==> src/rtl/pc_seq_pkg.sv <==
// pc_seq_pkg: shared types and constants for the PC sequencer slice.
//   seq_state_t   - sequencer FSM state encoding (also exported as seq_state)
//   PC_NOP_*      - nop codes understood by the PC register
//   CNT_W         - width of the shared STALL/FLUSH down-counter
//   PERF_W        - width of the optional performance counters
//   sat_inc()     - saturating increment used by the performance counters
package pc_seq_pkg;

  typedef enum logic [2:0] {
    BOOT     = 3'd0,
    RUN      = 3'd1,
    STALL    = 3'd2,
    WAIT_MEM = 3'd3,
    FLUSH    = 3'd4,
    HALT     = 3'd5
  } seq_state_t;

  localparam logic [1:0] PC_NOP_UPDATE = 2'b00;
  localparam logic [1:0] PC_NOP_HOLD   = 2'b01;

  localparam int CNT_W  = 3;
  localparam int PERF_W = 16;

  // Increment that sticks at all-ones instead of wrapping.
  function automatic logic [PERF_W-1:0] sat_inc(input logic [PERF_W-1:0] v);
    if (v == {PERF_W{1'b1}}) begin
      return v;
    end else begin
      return v + PERF_W'(1);
    end
  endfunction

endpackage

==> src/rtl/pc_seq_counter.sv <==
// pc_seq_counter: loadable down-counter shared by the STALL and FLUSH states.
//   clk, reset - clock, synchronous active-high reset (count clears to 0)
//   load       - load load_val this cycle (wins over dec)
//   load_val   - value to load
//   dec        - decrement this cycle (holds at 0)
//   zero       - the count is zero once this cycle's decrement is applied,
//                i.e. the current cycle is the last one of the hold window
module pc_seq_counter
  import pc_seq_pkg::*;
(
  input  logic             clk,
  input  logic             reset,
  input  logic             load,
  input  logic [CNT_W-1:0] load_val,
  input  logic             dec,
  output logic             zero
);

  logic [CNT_W-1:0] count_q;
  logic [CNT_W-1:0] count_d;

  // Next count: load has priority, decrement saturates at zero.
  always_comb begin
    count_d = count_q;
    if (load) begin
      count_d = load_val;
    end else if (dec && (count_q != {CNT_W{1'b0}})) begin
      count_d = count_q - CNT_W'(1);
    end else begin
      count_d = count_q;
    end
  end

  // Count register with synchronous reset.
  always_ff @(posedge clk) begin
    if (reset) begin
      count_q <= {CNT_W{1'b0}};
    end else begin
      count_q <= count_d;
    end
  end

  assign zero = (count_q <= CNT_W'(1));

endmodule

==> src/rtl/pc_sequencer.sv <==
// pc_sequencer: next-fetch-address and pipeline-control sequencer for the PC.
// Arbitrates halt, taken branch, load-use stall and instruction-memory wait,
// and drives the PC register input/nop plus IF/ID and ID/EX stall/flush.
//   Inputs : clk, reset (sync, active-high), pc_current, branch_taken,
//            branch_target, load_use_hazard, imem_ready, halt_req, resume
//   Outputs: pc_next, pc_nop (00 update / 01 hold), stall_if_id, flush_if_id,
//            flush_id_ex, halted, seq_state (debug)
// Optional: define PC_SEQ_PERF_CNT_EN to add saturating 16-bit stall_count,
//           flush_count and wait_count outputs.
module pc_sequencer
  import pc_seq_pkg::*;
#(
  parameter int unsigned        ADDR_W       = 16,
  parameter int unsigned        PC_STEP      = 1,
  parameter logic [ADDR_W-1:0]  RESET_VECTOR = 16'h0000,
  parameter int unsigned        STALL_CYCLES = 1,
  parameter int unsigned        FLUSH_CYCLES = 2
) (
  input  logic              clk,
  input  logic              reset,
  input  logic [ADDR_W-1:0] pc_current,
  input  logic              branch_taken,
  input  logic [ADDR_W-1:0] branch_target,
  input  logic              load_use_hazard,
  input  logic              imem_ready,
  input  logic              halt_req,
  input  logic              resume,
  output logic [ADDR_W-1:0] pc_next,
  output logic [1:0]        pc_nop,
  output logic              stall_if_id,
  output logic              flush_if_id,
  output logic              flush_id_ex,
  output logic              halted,
  output logic [2:0]        seq_state
`ifdef PC_SEQ_PERF_CNT_EN
  ,
  output logic [PERF_W-1:0] stall_count,
  output logic [PERF_W-1:0] flush_count,
  output logic [PERF_W-1:0] wait_count
`endif
);

  seq_state_t        state_q;
  seq_state_t        state_d;
  logic [ADDR_W-1:0] pc_inc;
  logic              cnt_load;
  logic [CNT_W-1:0]  cnt_load_val;
  logic              cnt_dec;
  logic              cnt_zero;
  logic              stall_evt;
  logic              flush_evt;
  logic              wait_evt;

  assign pc_inc = pc_current + ADDR_W'(PC_STEP);

  pc_seq_counter u_counter (
    .clk      (clk),
    .reset    (reset),
    .load     (cnt_load),
    .load_val (cnt_load_val),
    .dec      (cnt_dec),
    .zero     (cnt_zero)
  );

  // Next-state and output decode; reset forces the BOOT outputs regardless of state.
  always_comb begin
    state_d      = state_q;
    pc_next      = pc_current;
    pc_nop       = PC_NOP_HOLD;
    stall_if_id  = 1'b0;
    flush_if_id  = 1'b0;
    flush_id_ex  = 1'b0;
    halted       = 1'b0;
    cnt_load     = 1'b0;
    cnt_load_val = {CNT_W{1'b0}};
    cnt_dec      = 1'b0;
    stall_evt    = 1'b0;
    flush_evt    = 1'b0;
    wait_evt     = 1'b0;
    if (reset) begin
      state_d     = BOOT;
      pc_next     = RESET_VECTOR;
      pc_nop      = PC_NOP_UPDATE;
      flush_if_id = 1'b1;
      flush_id_ex = 1'b1;
    end else begin
      case (state_q)
        BOOT: begin
          state_d     = RUN;
          pc_next     = RESET_VECTOR;
          pc_nop      = PC_NOP_UPDATE;
          flush_if_id = 1'b1;
          flush_id_ex = 1'b1;
        end
        HALT: begin
          // PC stays frozen in the resume cycle; the first increment happens in RUN.
          stall_if_id = 1'b1;
          halted      = 1'b1;
          if (resume && !halt_req) begin
            state_d = RUN;
          end else begin
            state_d = HALT;
          end
        end
        RUN, STALL, WAIT_MEM, FLUSH: begin
          if ((state_q == RUN) && halt_req) begin
            // Hold the PC in the request cycle so the frozen value is the current one.
            state_d     = HALT;
            stall_if_id = 1'b1;
          end else if (branch_taken) begin
            // A resolved branch preempts every hold state and restarts the flush window.
            pc_next     = branch_target;
            pc_nop      = PC_NOP_UPDATE;
            flush_if_id = 1'b1;
            flush_id_ex = 1'b1;
            flush_evt   = 1'b1;
            if (FLUSH_CYCLES > 1) begin
              state_d      = FLUSH;
              cnt_load     = 1'b1;
              cnt_load_val = CNT_W'(FLUSH_CYCLES - 1);
            end else begin
              state_d = RUN;
            end
          end else begin
            case (state_q)
              RUN: begin
                if (load_use_hazard) begin
                  stall_if_id = 1'b1;
                  flush_id_ex = 1'b1;
                  stall_evt   = 1'b1;
                  if (STALL_CYCLES > 1) begin
                    state_d      = STALL;
                    cnt_load     = 1'b1;
                    cnt_load_val = CNT_W'(STALL_CYCLES - 1);
                  end else begin
                    state_d = RUN;
                  end
                end else if (!imem_ready) begin
                  stall_if_id = 1'b1;
                  flush_id_ex = 1'b1;
                  state_d     = WAIT_MEM;
                end else begin
                  pc_next = pc_inc;
                  pc_nop  = PC_NOP_UPDATE;
                  state_d = RUN;
                end
              end
              STALL: begin
                stall_if_id = 1'b1;
                flush_id_ex = 1'b1;
                cnt_dec     = 1'b1;
                stall_evt   = 1'b1;
                if (cnt_zero) begin
                  state_d = RUN;
                end else begin
                  state_d = STALL;
                end
              end
              WAIT_MEM: begin
                wait_evt = 1'b1;
                if (imem_ready) begin
                  pc_next = pc_inc;
                  pc_nop  = PC_NOP_UPDATE;
                  state_d = RUN;
                end else begin
                  stall_if_id = 1'b1;
                  flush_id_ex = 1'b1;
                  state_d     = WAIT_MEM;
                end
              end
              FLUSH: begin
                pc_next     = pc_inc;
                pc_nop      = PC_NOP_UPDATE;
                flush_if_id = 1'b1;
                cnt_dec     = 1'b1;
                flush_evt   = 1'b1;
                if (cnt_zero) begin
                  state_d = RUN;
                end else begin
                  state_d = FLUSH;
                end
              end
              default: begin
                state_d = BOOT;
              end
            endcase
          end
        end
        default: begin
          // Unreachable encodings recover through BOOT.
          state_d     = BOOT;
          pc_next     = RESET_VECTOR;
          pc_nop      = PC_NOP_UPDATE;
          flush_if_id = 1'b1;
          flush_id_ex = 1'b1;
        end
      endcase
    end
  end

  // State register with synchronous reset.
  always_ff @(posedge clk) begin
    if (reset) begin
      state_q <= BOOT;
    end else begin
      state_q <= state_d;
    end
  end

  assign seq_state = reset ? BOOT : state_q;

`ifdef PC_SEQ_PERF_CNT_EN
  logic [PERF_W-1:0] stall_cnt_q;
  logic [PERF_W-1:0] stall_cnt_d;
  logic [PERF_W-1:0] flush_cnt_q;
  logic [PERF_W-1:0] flush_cnt_d;
  logic [PERF_W-1:0] wait_cnt_q;
  logic [PERF_W-1:0] wait_cnt_d;

  // Saturating event counters, one step per qualifying cycle.
  always_comb begin
    stall_cnt_d = stall_cnt_q;
    flush_cnt_d = flush_cnt_q;
    wait_cnt_d  = wait_cnt_q;
    if (stall_evt) begin
      stall_cnt_d = sat_inc(stall_cnt_q);
    end else begin
      stall_cnt_d = stall_cnt_q;
    end
    if (flush_evt) begin
      flush_cnt_d = sat_inc(flush_cnt_q);
    end else begin
      flush_cnt_d = flush_cnt_q;
    end
    if (wait_evt) begin
      wait_cnt_d = sat_inc(wait_cnt_q);
    end else begin
      wait_cnt_d = wait_cnt_q;
    end
  end

  // Performance counter registers, cleared by reset.
  always_ff @(posedge clk) begin
    if (reset) begin
      stall_cnt_q <= {PERF_W{1'b0}};
      flush_cnt_q <= {PERF_W{1'b0}};
      wait_cnt_q  <= {PERF_W{1'b0}};
    end else begin
      stall_cnt_q <= stall_cnt_d;
      flush_cnt_q <= flush_cnt_d;
      wait_cnt_q  <= wait_cnt_d;
    end
  end

  assign stall_count = stall_cnt_q;
  assign flush_count = flush_cnt_q;
  assign wait_count  = wait_cnt_q;
`else
  logic unused_perf_evt;
  assign unused_perf_evt = ^{stall_evt, flush_evt, wait_evt};
`endif

endmodule

==> config.mk <==
export PLATFORM = sky130hd
export DESIGN_NAME = pc_sequencer
export DESIGN_NICKNAME = d
export VERILOG_FILES = /design/src/rtl/pc_seq_pkg.sv /design/src/rtl/pc_seq_counter.sv /design/src/rtl/pc_sequencer.sv
export SDC_FILE = /design/constraint.sdc
export NUM_CORES = 1
export LEC_CHECK = 0
export CORE_MARGIN = 3
export CORE_UTILIZATION = 42
export CTS_CLUSTER_DIAMETER = 200
export DETAILED_ROUTE_END_ITERATION = 12
export PLACE_DENSITY = 0.78
export SLEW_MARGIN = 30
export SYNTH_ARGS = -nofsm -noshare
export SYNTH_HDL_FRONTEND = slang
export SYNTH_SLANG_ARGS = --single-unit
export TNS_END_PERCENT = 20
==> constraint.sdc <==
create_clock -name clk -period 2.1 [get_ports clk]
set_input_delay 0.42 -clock clk [delete_from_list [all_inputs] [get_ports clk]]
set_output_delay 0.42 -clock clk [all_outputs]
set_load 0.05 [all_outputs]
==> results list, run 1 <==
- The flow ran to the end, but the final reports show violations.
* Violated checks: negative setup slack
- The initialized floorplan defines 23 standard-cell rows.
* TritonCTS clock tree: yes
- The routed design uses 5412 um of met2 wire.
- With fillers left out, the area of the finished cells amounts to 3915 um^2.
* Length of the first detailed-routing pass in iterations: 10
* Post-synth top area share: 6.971%
* CP endpoint: pc_next[2]
* Total count of max-transition violations in the final report: 0
- Number of cells on the worst reg-to-reg path: 8
* Critical Path End Type: output pin
- In the post-route analysis, the smallest setup slack over all paths is -487.5 ps.
* Fillers: 133
- The finished layout holds 475 standard cells, fillers aside.
* Final period demand of the worst path: 2588 ps
- The number of antenna violations at the first check in global routing is 0.
* Sw power: 707.6 uW
- Antenna-violating nets left: 0
- The via count of the first global-routing pass is 3545.
- After synthesis, flip-flops and latches occupy 6.434% of the total area.
* CP Class: flip-flop to output pin
* Half-perimeter wire length after detailed placement: 6638 um
- No sink is reached through more buffers than the 2 on the longest clock path.
* Horizontal extent of the die: 72.67 um
- Number of endpoints with negative hold slack in the final report: 0
* Final weighted congestion of routability-driven global placement: 0.9602
- STA classifies the critical path startpoint as a flip-flop.
- Across the whole layout, storage elements account for 131.4 um^2.
- Of all cell types, the one taking the most synthesized area is sky130_fd_sc_hd__a21oi_1.
- Crit. Startpoint: state_q[2]
- Placeable Area: 4144 um^2
* Total setup violations reported at the end of the flow: 21
* Leakage power: 0.001593 uW
- Required @ worst endpoint: 1680 ps
* Layout Utilization: 94.47%
* Reg clk slew, reported paths: 40 ps
- Multi-input combinational cell area: 1996 um^2
- The number of placed instances, taps included, is 463.
- Net switching is 47.30% of the power.
- Dividing the final minimum period by the clock period gives 123.2%.
* Crit-path max FO: 6
- Number of clock buffers inserted by TritonCTS: 3
- The post-route netlist has 55.29% of its cells at a drive strength greater than 1.
- The synthesized netlist occupies a cell area of 1867 um^2.
- When the netlist entered floorplanning its net count stood at 321.
* Wire length after detailed routing: 11980 um
- Port buffering added 62 buffers.
- The cell count after synthesis came out at 278.
- Routed vias: 3482
- Crit path arrival time: 2170 ps
- Post-Place Cell Area: 3447 um^2
- Max IR drop VDD: 0.6500 mV
* Hold Path Class: flip-flop to flip-flop
- Share of power burned in combinational logic: 79.5%
* Later-pin clock latency in the skew report: 220 ps
- Synthesized area divided by synthesized cell count: 6.715 um^2
- The tightest hold path in the finished design has a slack of 621.5 ps.
- Pin count of the biggest net entering global routing: 15
- The most used flip-flop cell after synthesis is sky130_fd_sc_hd__dfxtp_1.
- CTS built an H-tree with a depth of 1.
- Unrepaired setup endpoints after global routing: true
- In this run, the number of DRC markers left after iteration 0 of detailed routing was 518.
- Share of flip-flops with an asynchronous set or reset after synthesis: 0%
- The cell sitting at the root of the clock tree is a sky130_fd_sc_hd__clkbuf_8.
* Die Height: 72.67 um
* Number of top-level design ports: 64
- 0 antenna diodes ended up in the layout.
- Routed wire length on met3: 1456 um
- DRC violations left: 0
- For the final database, setup skew stands at 5.917 ps.
- Seq cells post-synth: 6
- In the routed layout, each cell is associated on average with a via count of 7.331.
* Flop-to-flop setup slack: 200 ps
* Worst reg2reg startpoint: state_q[2]
- Overall power consumption after layout is estimated at 1496 uW.
- During synthesis, Yosys emitted a total of 0 warnings.
- For this run the aggregate overflow at the end of global routing stands at 0.
* Cts hold-fix bufs: 0
- Cell internal power was estimated by the tool at 788.5 uW.
- The initial utilization of the core area, before any placement, comes to 45.05%.
* GRT Util Overall: 40.73%
- Compared with the post-synthesis result, the final layout area differs by 109.7%.
- The detailed router used layers up to and including met4.
- Clock Power Share: 11.4%
- RR Endpoint: u_counter.count_q[1]
- Yosys attributes the largest share of cell area to sky130_fd_sc_hd__a21oi_1 7.0%, sky130_fd_sc_hd__dfxtp_1 6.4%, sky130_fd_sc_hd__o21ai_0 5.6%.
* Hold path startpoint: u_counter.count_q[0]
- In this run the power density over the cells is 382.2 nW/um^2.
* Average wire per standard cell: 25.21 um
* Number of enable flip-flop cells after synthesis: 0
- Registers are responsible for 9.1% of the overall power.
* Final net count: 470
- Cell variety after synth: 75
- Number of max-cap violations: 0
- After detailed routing, the wire length on met1 is 4093 um.
- Highest Clock Rate: 386.5 MHz
- Wire length of the first global-routing pass: 17130 um
* TritonCTS Sinks: 6
- The die covers 5281 um^2.
## per-layer routing
| metal | vias to the layer above | GRT usage (%) |
|---|---|---|
| met3 | 122 | 8.540 |
| met5 | - | 0 |
| met2 | 402 | 69.14 |
| met1 | 1577 | 44.49 |
| met4 | 0 | 29.51 |
| li1 | 1381 | - |
## cells in the mapped netlist (4+ instances only)
| library cell | n |
|---|---|
| sky130_fd_sc_hd__nor4_1 | 6 |
| sky130_fd_sc_hd__or3_1 | 5 |
| sky130_fd_sc_hd__and3_1 | 4 |
| sky130_fd_sc_hd__nand2b_1 | 5 |
| sky130_fd_sc_hd__a22oi_1 | 7 |
| sky130_fd_sc_hd__buf_4 | 5 |
| sky130_fd_sc_hd__buf_2 | 6 |
| sky130_fd_sc_hd__ha_1 | 4 |
| sky130_fd_sc_hd__o221ai_1 | 5 |
| sky130_fd_sc_hd__nand2_1 | 16 |
| sky130_fd_sc_hd__o21ai_0 | 21 |
| sky130_fd_sc_hd__nor3_1 | 9 |
| sky130_fd_sc_hd__a21oi_1 | 26 |
| sky130_fd_sc_hd__a221oi_1 | 5 |
| sky130_fd_sc_hd__dfxtp_1 | 6 |
| sky130_fd_sc_hd__a31oi_1 | 4 |
| sky130_fd_sc_hd__nand4_1 | 10 |
| sky130_fd_sc_hd__inv_1 | 13 |
| sky130_fd_sc_hd__nor2_1 | 21 |
| sky130_fd_sc_hd__clkbuf_1 | 8 |
| sky130_fd_sc_hd__o2bb2ai_1 | 5 |
| sky130_fd_sc_hd__a211oi_1 | 4 |
| sky130_fd_sc_hd__nand3_1 | 10 |
## repair_timing
action | in CTS | in global routing
buffers inserted | 5 | 4
gates resized for setup | 144 | 22
endpoints found under the setup margin | 21 | 21
pin swaps | 32 | 8
## logic make-up (layout without fill, tap and decap cells)
kind of cell,after synthesis,after routing,synth area share (%)
compound gates,112,112,41.82
xor+xnor,6,6,2.816
fa+ha+maj,4,4,2.681
buf+inv,38,185,11.46
flops,6,6,6.435
mux,2,2,1.139
other cells,1,1,0.2009
simple gates,109,109,33.45
## power groups by stage
| stage | sequential (uW) | combinational (uW) | clock [uW] |
|---|---|---|---|
| after floorplan | 126 | 508 | 0 |
| after global placement | 134 | 967 | 0 |
| after detailed placement | 135 | 985 | 0 |
| after CTS | 134 | 1060 | 168 |
| after global routing | 136 | 1230 | 176 |
| final | 135 | 1190 | 171 |
## cell type report
cell class,count,share of cell area (%)
multi-input cells,234,50.97
repair buffers,168,41.48
flip-flops and latches,6,3.356
well taps,50,1.598
inverters,14,1.534
clock buffers,3,1.055
## critical path, cell delays in order, from the launching register on
cell                       delay, ps
sky130_fd_sc_hd__dfxtp_4         360
sky130_fd_sc_hd__buf_6           120
sky130_fd_sc_hd__and2b_4         320
sky130_fd_sc_hd__a21oi_2          80
sky130_fd_sc_hd__buf_4           140
sky130_fd_sc_hd__buf_4           120
sky130_fd_sc_hd__a211oi_2        220
sky130_fd_sc_hd__a21oi_1         130
sky130_fd_sc_hd__o21ai_1         240
sky130_fd_sc_hd__buf_6           200
## metrics by stage
step,setup slack [ps],setup TNS [ps]
final,-487.5,-6604
after global routing,-623.8,-7646
after CTS,-313.4,-4335
after detailed placement,-859.1,-12190
after global placement,-775.9,-11170
after floorplan,-267.7,-2494
## layout by cell type, fill, tap and decap left out, drive strengths merged, types with 2 or more instances in the layout
master and instances:
and3 5, a21o 3, a211oi 5, a221o 2, clkinvlp 2, nor2b 2, xnor2 3, a21oi 26
o311ai 2, a221oi 5, or3 6, o211a 2, a31oi 5, nand2b 5, buf 144, or4 2
nor4 6, o221ai 5, xor2 3, ha 4, o21ai 24, nor3 11, a22oi 7, o22ai 3
and4 2, clkbuf 4, dfxtp 6, inv 11, nand3 11, o2bb2ai 5, and2 4, nand4 10
clkdlybuf4s50 18, dlygate4sd2 3, o31ai 3, o21bai 2, nand2 16, nor2 21, o211ai 2
## worst min path at each step
stage                                      end  slack [ps]  cells past startpoint
final                     u_counter.count_q[0]         620                      1
after global routing      u_counter.count_q[0]         610                      1
after CTS                 u_counter.count_q[0]         550                      1
after detailed placement  u_counter.count_q[0]         530                      1
after global placement    u_counter.count_q[0]         510                      1
after floorplan           u_counter.count_q[0]         490                      1
## state kept, by name, summed over array words and instances (netlist names)
| name | count |
|---|---|
| state_q | 3 |
| u_counter.count_q | 3 |
No activity file was read; power rests on OpenSTA's default activity.
==> run 2: changes to the inputs <==
- CORE_ASPECT_RATIO: default -> 1.25
- GPL_TIMING_DRIVEN: default -> 0
==> run 2 against run 1 <==
The flow still finishes with violations (negative setup slack); combinational power decreased by 11%; clock power increased by 12%; critical path depth shrank 1; via count decreased by 8.3%; worst hold slack lost 68 ps; count of clock-buffer cells in the layout did not move; first-iteration DRC count increased by 7.3%; fmax is 3.3% higher; core utilization down 9.3 points; die area barely moved; largest power group unchanged.
==> results list, run 2 (synthesis gave the netlist of run 1 again) <==
- The clock network latency to the later pin of the worst-skew pair came to 240 ps (+20 ps).
- The static leakage was 0.001390 uW (-13%).
* GRT Util Overall: 36.16% (-4.6 points)
- The endpoint identified for the worst register-to-register timing path is u_counter.count_q[0].
- The setup path with the least slack is of type flip-flop to output pin.
- Drt via density: 7.309 (-0.29%)
- The area growth from synthesis to layout is 91.42%.
* Startpoint type of the worst setup path: flip-flop
- Post-route worst setup slack: -404.4 ps (+83.16 ps)
- Clock Path Buffers: 2 (unchanged)
* Post-route cell area: 3573 um^2 (-8.7%)
- The TritonCTS sink count was 6 (unchanged).
* Number of buffer cells added on primary ports: 60 (-3.2%)
* Vias in the first global route: 3003 (-15%)
- Layout cell share with drive strength beyond 1: 50.39% (-4.9 points)
- Register cell area after layout: 128.9 um^2 (-1.9%)
- The via total after detailed routing is 3194 (-8.3%).
- The final routed wire length divided by cell count came to 24.58 um (-2.5%).
* Most used cells in the layout excluding fill and tap cells: 40 x sky130_fd_sc_hd__buf_4, 30 x sky130_fd_sc_hd__buf_6, 21 x sky130_fd_sc_hd__a21oi_1
- Crit. Startpoint: state_q[2]
- Post-Place Cell Area: 2694 um^2 (-22%)
- Final Cycle Share: 119.3% (-4.0 points)
- Number of cells on the worst reg-to-reg path: 7 (-1)
* Pin count of the biggest net entering global routing: 11 (-4)
- The die span in x came to 65.63 um (-9.7%).
* Total count of max-transition violations in the final report: 0 (unchanged)
- The count of buffering cells on the critical path with inverters included was 3 (-1).
- Reg clk slew, reported paths: 50 ps (about the same)
- Antenna Diode Count: 0 (unchanged)
* Violated checks: negative setup slack
* Crit path arrival time: 2080 ps (-90 ps)
- The floorplan die height was 80.54 um (+11%).
- The net total in the final layout was 426 (-9.4%).
- Root buffer cell: sky130_fd_sc_hd__clkbuf_8
- STA classifies the critical path endpoint as an output pin.
* CP endpoint: pc_next[14]
- Worst reg2reg startpoint: state_q[0]
* Leading cell type in the layout, fill and taps excluded: sky130_fd_sc_hd__buf_4
- Half-perimeter wire length after detailed placement: 5391 um (-19%)
* Die area: 5286 um^2 (about the same)
* Max IR drop VDD: 0.2185 mV (-66%)
- The post-placement worst setup slack came to -1644 ps (-785.3 ps).
- TritonCTS built the clock tree.
- The remaining antenna violation count came to 0 (unchanged).
* Clock tree skew after final layout: 9.015 ps (+3.098 ps)
- Outcome: finished, violations left
- Fillers: 217 (+63%)
- The multi-input gate area in the final layout came to 2037 um^2 (+2.1%).
- The core area is 4197 um^2 (+1.3%).
- GR Overflow Total: 0 (unchanged)
- PD cells: 386.1 nW/um^2 (+1.0%)
- Number of antenna violations at the first check in global routing: 0 (unchanged)
- The worst-case register-to-register setup slack came to 230 ps (+30 ps).
- Wire length after detailed routing: 10740 um (-10%)
* Highest Clock Rate: 399.3 MHz (+3.3%)
* Category of cells accounting for the largest share of critical-path delay: compound AO/OA/AOI/OAI gates
* Most Frequent Cell on Critical Path: sky130_fd_sc_hd__buf_6
- Crit-path max FO: 5 (-1)
- The number of violations of the max-capacitance limit came to 0 (unchanged).
- Final period demand of the worst path: 2504 ps (-83.16 ps)
* Required @ worst endpoint: 1680 ps (about the same)
* Number of top-level design ports: 64 (unchanged)
- Cts hold-fix bufs: 0 (unchanged)
- Final weighted congestion of routability-driven global placement: 0.9239 (-3.8%)
- CP max stage delay: 330 ps (-30 ps)
- The global-route wire length before repair came to 14860 um (-13%).
* Row cnt: 26 (+13%)
* DRC violations left: 0 (unchanged)
- The deepest level of the CTS H-tree was 1 (unchanged).
- The final count of negative-setup-slack endpoints is 21 (unchanged).
- Layout Utilization: 85.15% (-9.3 points)
- Crit-path cells: buf_6 > and2b_2 > buf_6 > a31oi_4 > or4_4 > a21oi_2 > a221o_2 > buf_8
- On the critical path, the stage with the largest delay is an instance of sky130_fd_sc_hd__dfxtp_2.
* Number of clock buffers inserted by TritonCTS: 3 (unchanged)
- Drt initial violations: 556 (+7.3%)
- The starting density of the core is 44.48% (-0.56 points).
* Worst Hold Slack: 553.7 ps (-67.79 ps)
* Hold Path Class: flip-flop to flip-flop
* Cell depth of the worst setup path: 8 (-1)
- The number of iterations in the first detailed-routing pass was 5 (-5).
- Biggest regs: state_q: 3 flops, u_counter.count_q: 3 flops
* Unrepaired setup endpoints after global routing: true
* Number of endpoints with negative hold slack in the final report: 0 (unchanged)
[run 2: report_power, final]
group,total (uW),internal (uW),switching (uW),leakage (uW)
registers,127,119,8.05,0.0000506
logic,1060,441,619,0.00132
clock network,192,125,67.6,0.0000216
[run 2: worst min-delay path by stage]
stage,startpoint,endpoint,slack (ps),depth (start not counted)
after floorplan,u_counter.count_q[0],u_counter.count_q[0],490,1
after global placement,u_counter.count_q[0],u_counter.count_q[0],520,1
after detailed placement,u_counter.count_q[0],u_counter.count_q[0],550,1
after CTS,u_counter.count_q[0],u_counter.count_q[0],550,1
after global routing,u_counter.count_q[0],u_counter.count_q[0],570,1
final,u_counter.count_q[0],u_counter.count_q[0],550,1
[run 2: per-stage QoR]
step	cells	setup TNS (ps)	total power, uW
5_1_grt	437	-7932	1418
6_report	437	-7196	1380
4_1_cts	427	-5799	1224
3_5_place_dp	394	-31660	888.0
2_1_floorplan	278	-2494	634.0
3_3_place_gp	394	-30870	878.8
[run 2: final cells by class]
class	instances	area share, %
Sequential cell	6	3.606
Inverter	14	1.821
Clock buffer	3	1.155
Timing Repair Buffer	103	28.15
Tap cell	56	1.961
Multi-Input combinational cell	234	57.00
Buffer	21	6.303
[run 2: worst reg2reg max path, cell delays in order, from the launching register on]
cell and delay, ps:
sky130_fd_sc_hd__dfxtp_4 370, sky130_fd_sc_hd__buf_8 150, sky130_fd_sc_hd__o21a_4 240, sky130_fd_sc_hd__a211oi_4 300, sky130_fd_sc_hd__and2_4 320, sky130_fd_sc_hd__buf_4 150
sky130_fd_sc_hd__nor3_1 40, sky130_fd_sc_hd__a211oi_1 210
[run 2: timing repair]
item	CTS	global route
pin swaps	21	24
setup endpoints to repair	26	24
setup buffers	31	10
resized for setup	306	43
cloned	1	1
[run 2: per-layer routing]
metal | GRT usage (%) | vias to the layer above | wire, um
met3 | 5.455 | 134 | 1138
met4 | 27.39 | 0 | 1104
met1 | 38.92 | 1456 | 3546
li1 | - | 1293 | -
met2 | 62.29 | 311 | 4953
met5 | 0 | - | 0
==> run 3: changes to the inputs <==
- ABC_AREA: default -> 1
- CORE_UTILIZATION: 42 -> 43
- PLACE_DENSITY: 0.78 -> 0.79
==> run 3 against run 2 <==
The flow still finishes with violations (negative setup slack); critical path depth is 7 higher; total power is 7.0% lower; via count down 9.2%; worst setup slack improved by 230 ps; sequential power is 7% higher; synthesized cell count up 39%; clock power decreased by 12%; synthesized area increased by 2.5%; design area shrank 13%; wire length fell by 29%; critical endpoint is now pc_next[15].
==> results list, run 3 <==
- Biggest regs: state_q: 3 flops, u_counter.count_q: 3 flops
- The via count of the first global-routing pass is 2609 (-13%).
- Number of top-level design ports: 64 (unchanged)
- The remaining antenna violation count is 0 (unchanged).
- The sum of routed wire length over all layers came to 7627 um (-29%).
* Root buffer cell: sky130_fd_sc_hd__clkbuf_8
- Row cnt: 26 (unchanged)
- Number of warnings issued by yosys: 0 (unchanged)
* Required @ worst endpoint: 1680 ps (about the same)
- Number of enable flip-flop cells after synthesis: 0 (unchanged)
* TritonCTS clock tree: yes
- Post-Place Cell Area: 2591 um^2 (-3.8%)
- The floorplan die height is 80.60 um (about the same).
* Routed vias: 2899 (-9.2%)
- Highest Clock Rate: 440.1 MHz (+10%)
- Starting density of the core: 45.62% (+1.1 points)
* Number of clock buffers inserted by TritonCTS: 3 (unchanged)
* Cell type with the largest total area after synthesis: sky130_fd_sc_hd__nand2_1
* GR Overflow Total: 0 (unchanged)
- GRT Util Overall: 27.98% (-8.2 points)
* Length of the first detailed-routing pass in iterations: 5 (unchanged)
* Pin count of the biggest net entering global routing: 11 (unchanged)
* Clock Path Buffers: 2 (unchanged)
* Fillers: 362 (+67%)
* Antenna Diode Count: 0 (unchanged)
* Later-pin clock latency in the skew report: 220 ps (-20 ps)
* PD cells: 413.9 nW/um^2 (+7.2%)
* Fin Setup TNS: -2305 ps (+4891 ps)
* Post-route cell area: 3100 um^2 (-13%)
- Placeable Area: 4197 um^2 (unchanged)
- In the layout the commonest cells are 109 x sky130_fd_sc_hd__nand2_1, 44 x sky130_fd_sc_hd__inv_1, 30 x sky130_fd_sc_hd__nor2_1.
- The largest clock skew in the final design was 2.883 ps (-6.131 ps).
* Half-perimeter wire length after detailed placement: 5273 um (-2.2%)
- Worst reg2reg startpoint: state_q[0]
* Number of nets produced by synthesis: 429 (+34%)
- Post-synth top area share: 24.71% (+18 points)
- Hold path startpoint: u_counter.count_q[2]
- CP max stage delay: 360 ps (+30 ps)
- Crit-path cells: inv_4 > nand2_4 > nor2_4 > buf_6 > nand2_2 > o21ai_1 > inv_1 > nand2_1 > inv_1 > nand2_1 > nand2_1 > nand2_1 > nand2_1 > nand2_1 > buf_6
- The die span in x came to 65.68 um (about the same).
- Non-filler cells, final: 524 (+20%)
* Cell variety after synth: 36 (-52%)
- Average wire per standard cell: 14.56 um (-41%)
- For the pin with the worst max-slew slack, the measured transition is 500.6 ps.
* H-tree levels: 1 (unchanged)
* Leakage power: 0.001556 uW (+12%)
- Number of buffer cells added on primary ports: 58 (-3.3%)
* Critical Path End Type: output pin
- Crit path arrival time: 1850 ps (-230 ps)
- Layout Utilization: 73.88% (-11 points)
* Worst Hold Slack: 478.8 ps (-74.90 ps)
* Worst-case headroom to the max-slew limit: 66.57%
* Wire length of the first global-routing pass: 11870 um (-20%)
* Total setup violations reported at the end of the flow: 20 (-4.8%)
- The netlist area before placement was 1914 um^2 (+2.5%).
- The critical path is of the flip-flop to output pin type.
- Final Cycle Share: 108.2% (-11 points)
- Violated checks: negative setup slack
* TritonCTS Sinks: 6 (unchanged)
- In this design, the critical path's most frequently occurring cell is sky130_fd_sc_hd__nand2_1.
- The number of buffers inserted for hold repair after clock tree synthesis was 0 (unchanged).
- Dominant cell by count in the synthesized netlist: sky130_fd_sc_hd__nand2_1
* Startpoint type of the worst setup path: flip-flop
- By count the netlist is led by 126 x sky130_fd_sc_hd__nand2_1, 49 x sky130_fd_sc_hd__inv_1, 40 x sky130_fd_sc_hd__nor2_1.
- Drt via density: 5.532 (-24%)
- The number of pins with negative max-slew slack in the final report came to 0 (unchanged).
- The share of final-layout standard cells stronger than drive strength 1 is 32.05% (-18 points).
* Most common flop cell mapped by yosys: sky130_fd_sc_hd__dfxtp_1
- Max IR drop VDD: 0.4668 mV (+110%)
- From synthesis to final layout, the design area changed by 61.96%.
- The clock input transition at the sequential cells of the worst setup and hold paths is 40 ps (about the same).
- The net total in the final layout came to 513 (+20%).
- The post-synthesis area per instance came to 4.959 um^2 (-26%).
- The run finished, with violations left.
* Drt initial violations: 190 (-66%)
- Dominant cells by area after synthesis: sky130_fd_sc_hd__nand2_1 25%, sky130_fd_sc_hd__inv_1 9.6%, sky130_fd_sc_hd__a21oi_1 8.6%
- The path class of the tightest hold or removal check is flip-flop to flip-flop.
- Crit-path max FO: 5 (unchanged)
- Leaving out fill and tap cells, the most frequent cell in the layout is sky130_fd_sc_hd__nand2_1.
- The number of violations of the max-capacitance limit came to 0 (unchanged).
* Seq cells post-synth: 6 (unchanged)
- The sequential area share after synthesis is 6.275% (-0.16 points).
- Crit. Startpoint: state_q[1]
- Number of antenna violations at the first check in global routing: 0 (unchanged)
* DRC violations left: 0 (unchanged)
* Share of flip-flops with an asynchronous set or reset after synthesis: 0% (unchanged)
- The count of mapped cells out of synthesis is 386 (+39%).
- Setup repair after global routing could not meet its margin everywhere.
* Die area: 5294 um^2 (+0.15%)
* Final weighted congestion of routability-driven global placement: 0.9550 (+3.4%)
- Post-route worst setup slack: -172.5 ps (+231.9 ps)
* Placed cell count: 500 (+27%)
- The final critical-path required period came to 2272 ps (-231.9 ps).
- Slowest cell on the critical path: sky130_fd_sc_hd__dfxtp_4
- Number of endpoints with negative hold slack in the final report: 0 (unchanged)
## run 3: changes by cell type after synthesis, moves of 7 or more
| cell | before | now |
|---|---|---|
| sky130_fd_sc_hd__a21oi_1 | 26 | 33 |
| sky130_fd_sc_hd__nand2_1 | 16 | 126 |
| sky130_fd_sc_hd__nor2_1 | 21 | 40 |
| sky130_fd_sc_hd__inv_1 | 13 | 49 |
| sky130_fd_sc_hd__nand3_1 | 10 | 29 |
| sky130_fd_sc_hd__o21ai_1 | 3 | 11 |
## run 3: worst paths after layout
check | end | slack (ps) | depth (start not counted)
max | pc_next[15] | -170 | 15
min reg2reg | u_counter.count_q[2] | 480 | 1
min | u_counter.count_q[2] | 480 | 1
max reg2reg | u_counter.count_q[1] | 550 | 9
## run 3: area by class of cell
type / instances / area (um^2) / share of cell area [%]
timing repair buffer: 79 / 716.9 / 23.12
buffer: 11 / 93.84 / 3.027
sequential: 6 / 131.4 / 4.237
clock buffer: 3 / 41.29 / 1.332
tap: 56 / 70.07 / 2.260
multi-input combinational: 313 / 1810 / 58.39
inverter: 56 / 236.5 / 7.627
## run 3: stage by stage
step / worst slack, ps / power, uW
after global routing: -254.3 / 1365
after floorplan: -176.4 / 686.3
after global placement: -1347 / 939.4
final: -172.5 / 1283
after CTS: -104.2 / 1226
after detailed placement: -1384 / 947.0
## run 3: timing repair
item | CTS | global route
endpoints found under the setup margin | 22 | 21
pin swaps | 18 | 22
resized for setup | 272 | 37
buffers inserted | 14 | 7
## run 3: kinds of logic after synthesis
kind of cell             Yosys count  synth area share, %
adder cells (fa/ha/maj)            4                2.614
other                              1               0.1959
AND/OR/NAND/NOR                  225                53.14
buffers and inverters             67                13.86
XOR/XNOR                           1               0.4576
AO/OA/AOI/OAI                     82                23.46
flip-flops                         6                6.275
## run 3: where the power goes
group          internal (uW)  leakage [uW]  total (uW)  switching, uW
registers                120     0.0000509         136           15.4
logic                    364       0.00148         979            615
clock network            123     0.0000216         169           45.8
total                    607       0.00156        1280            676
## run 3: per-layer routing
layer / GRT usage [%] / up-vias / part of all wire, %
met5: 0 / - / 0
met4: 8.091 / 0 / 2.3
met3: 2.937 / 25 / 6.2
met2: 54.36 / 122 / 53
met1: 31.03 / 1325 / 38
li1: - / 1427 / -
## run 3: critical path: cells and delay by family, from the launching register on
family	cells	cell delay (ps)
buffers and inverters	5	490
and+or+nand+nor	9	620
DFF	1	360
AOI/OAI and AO/OA	1	140
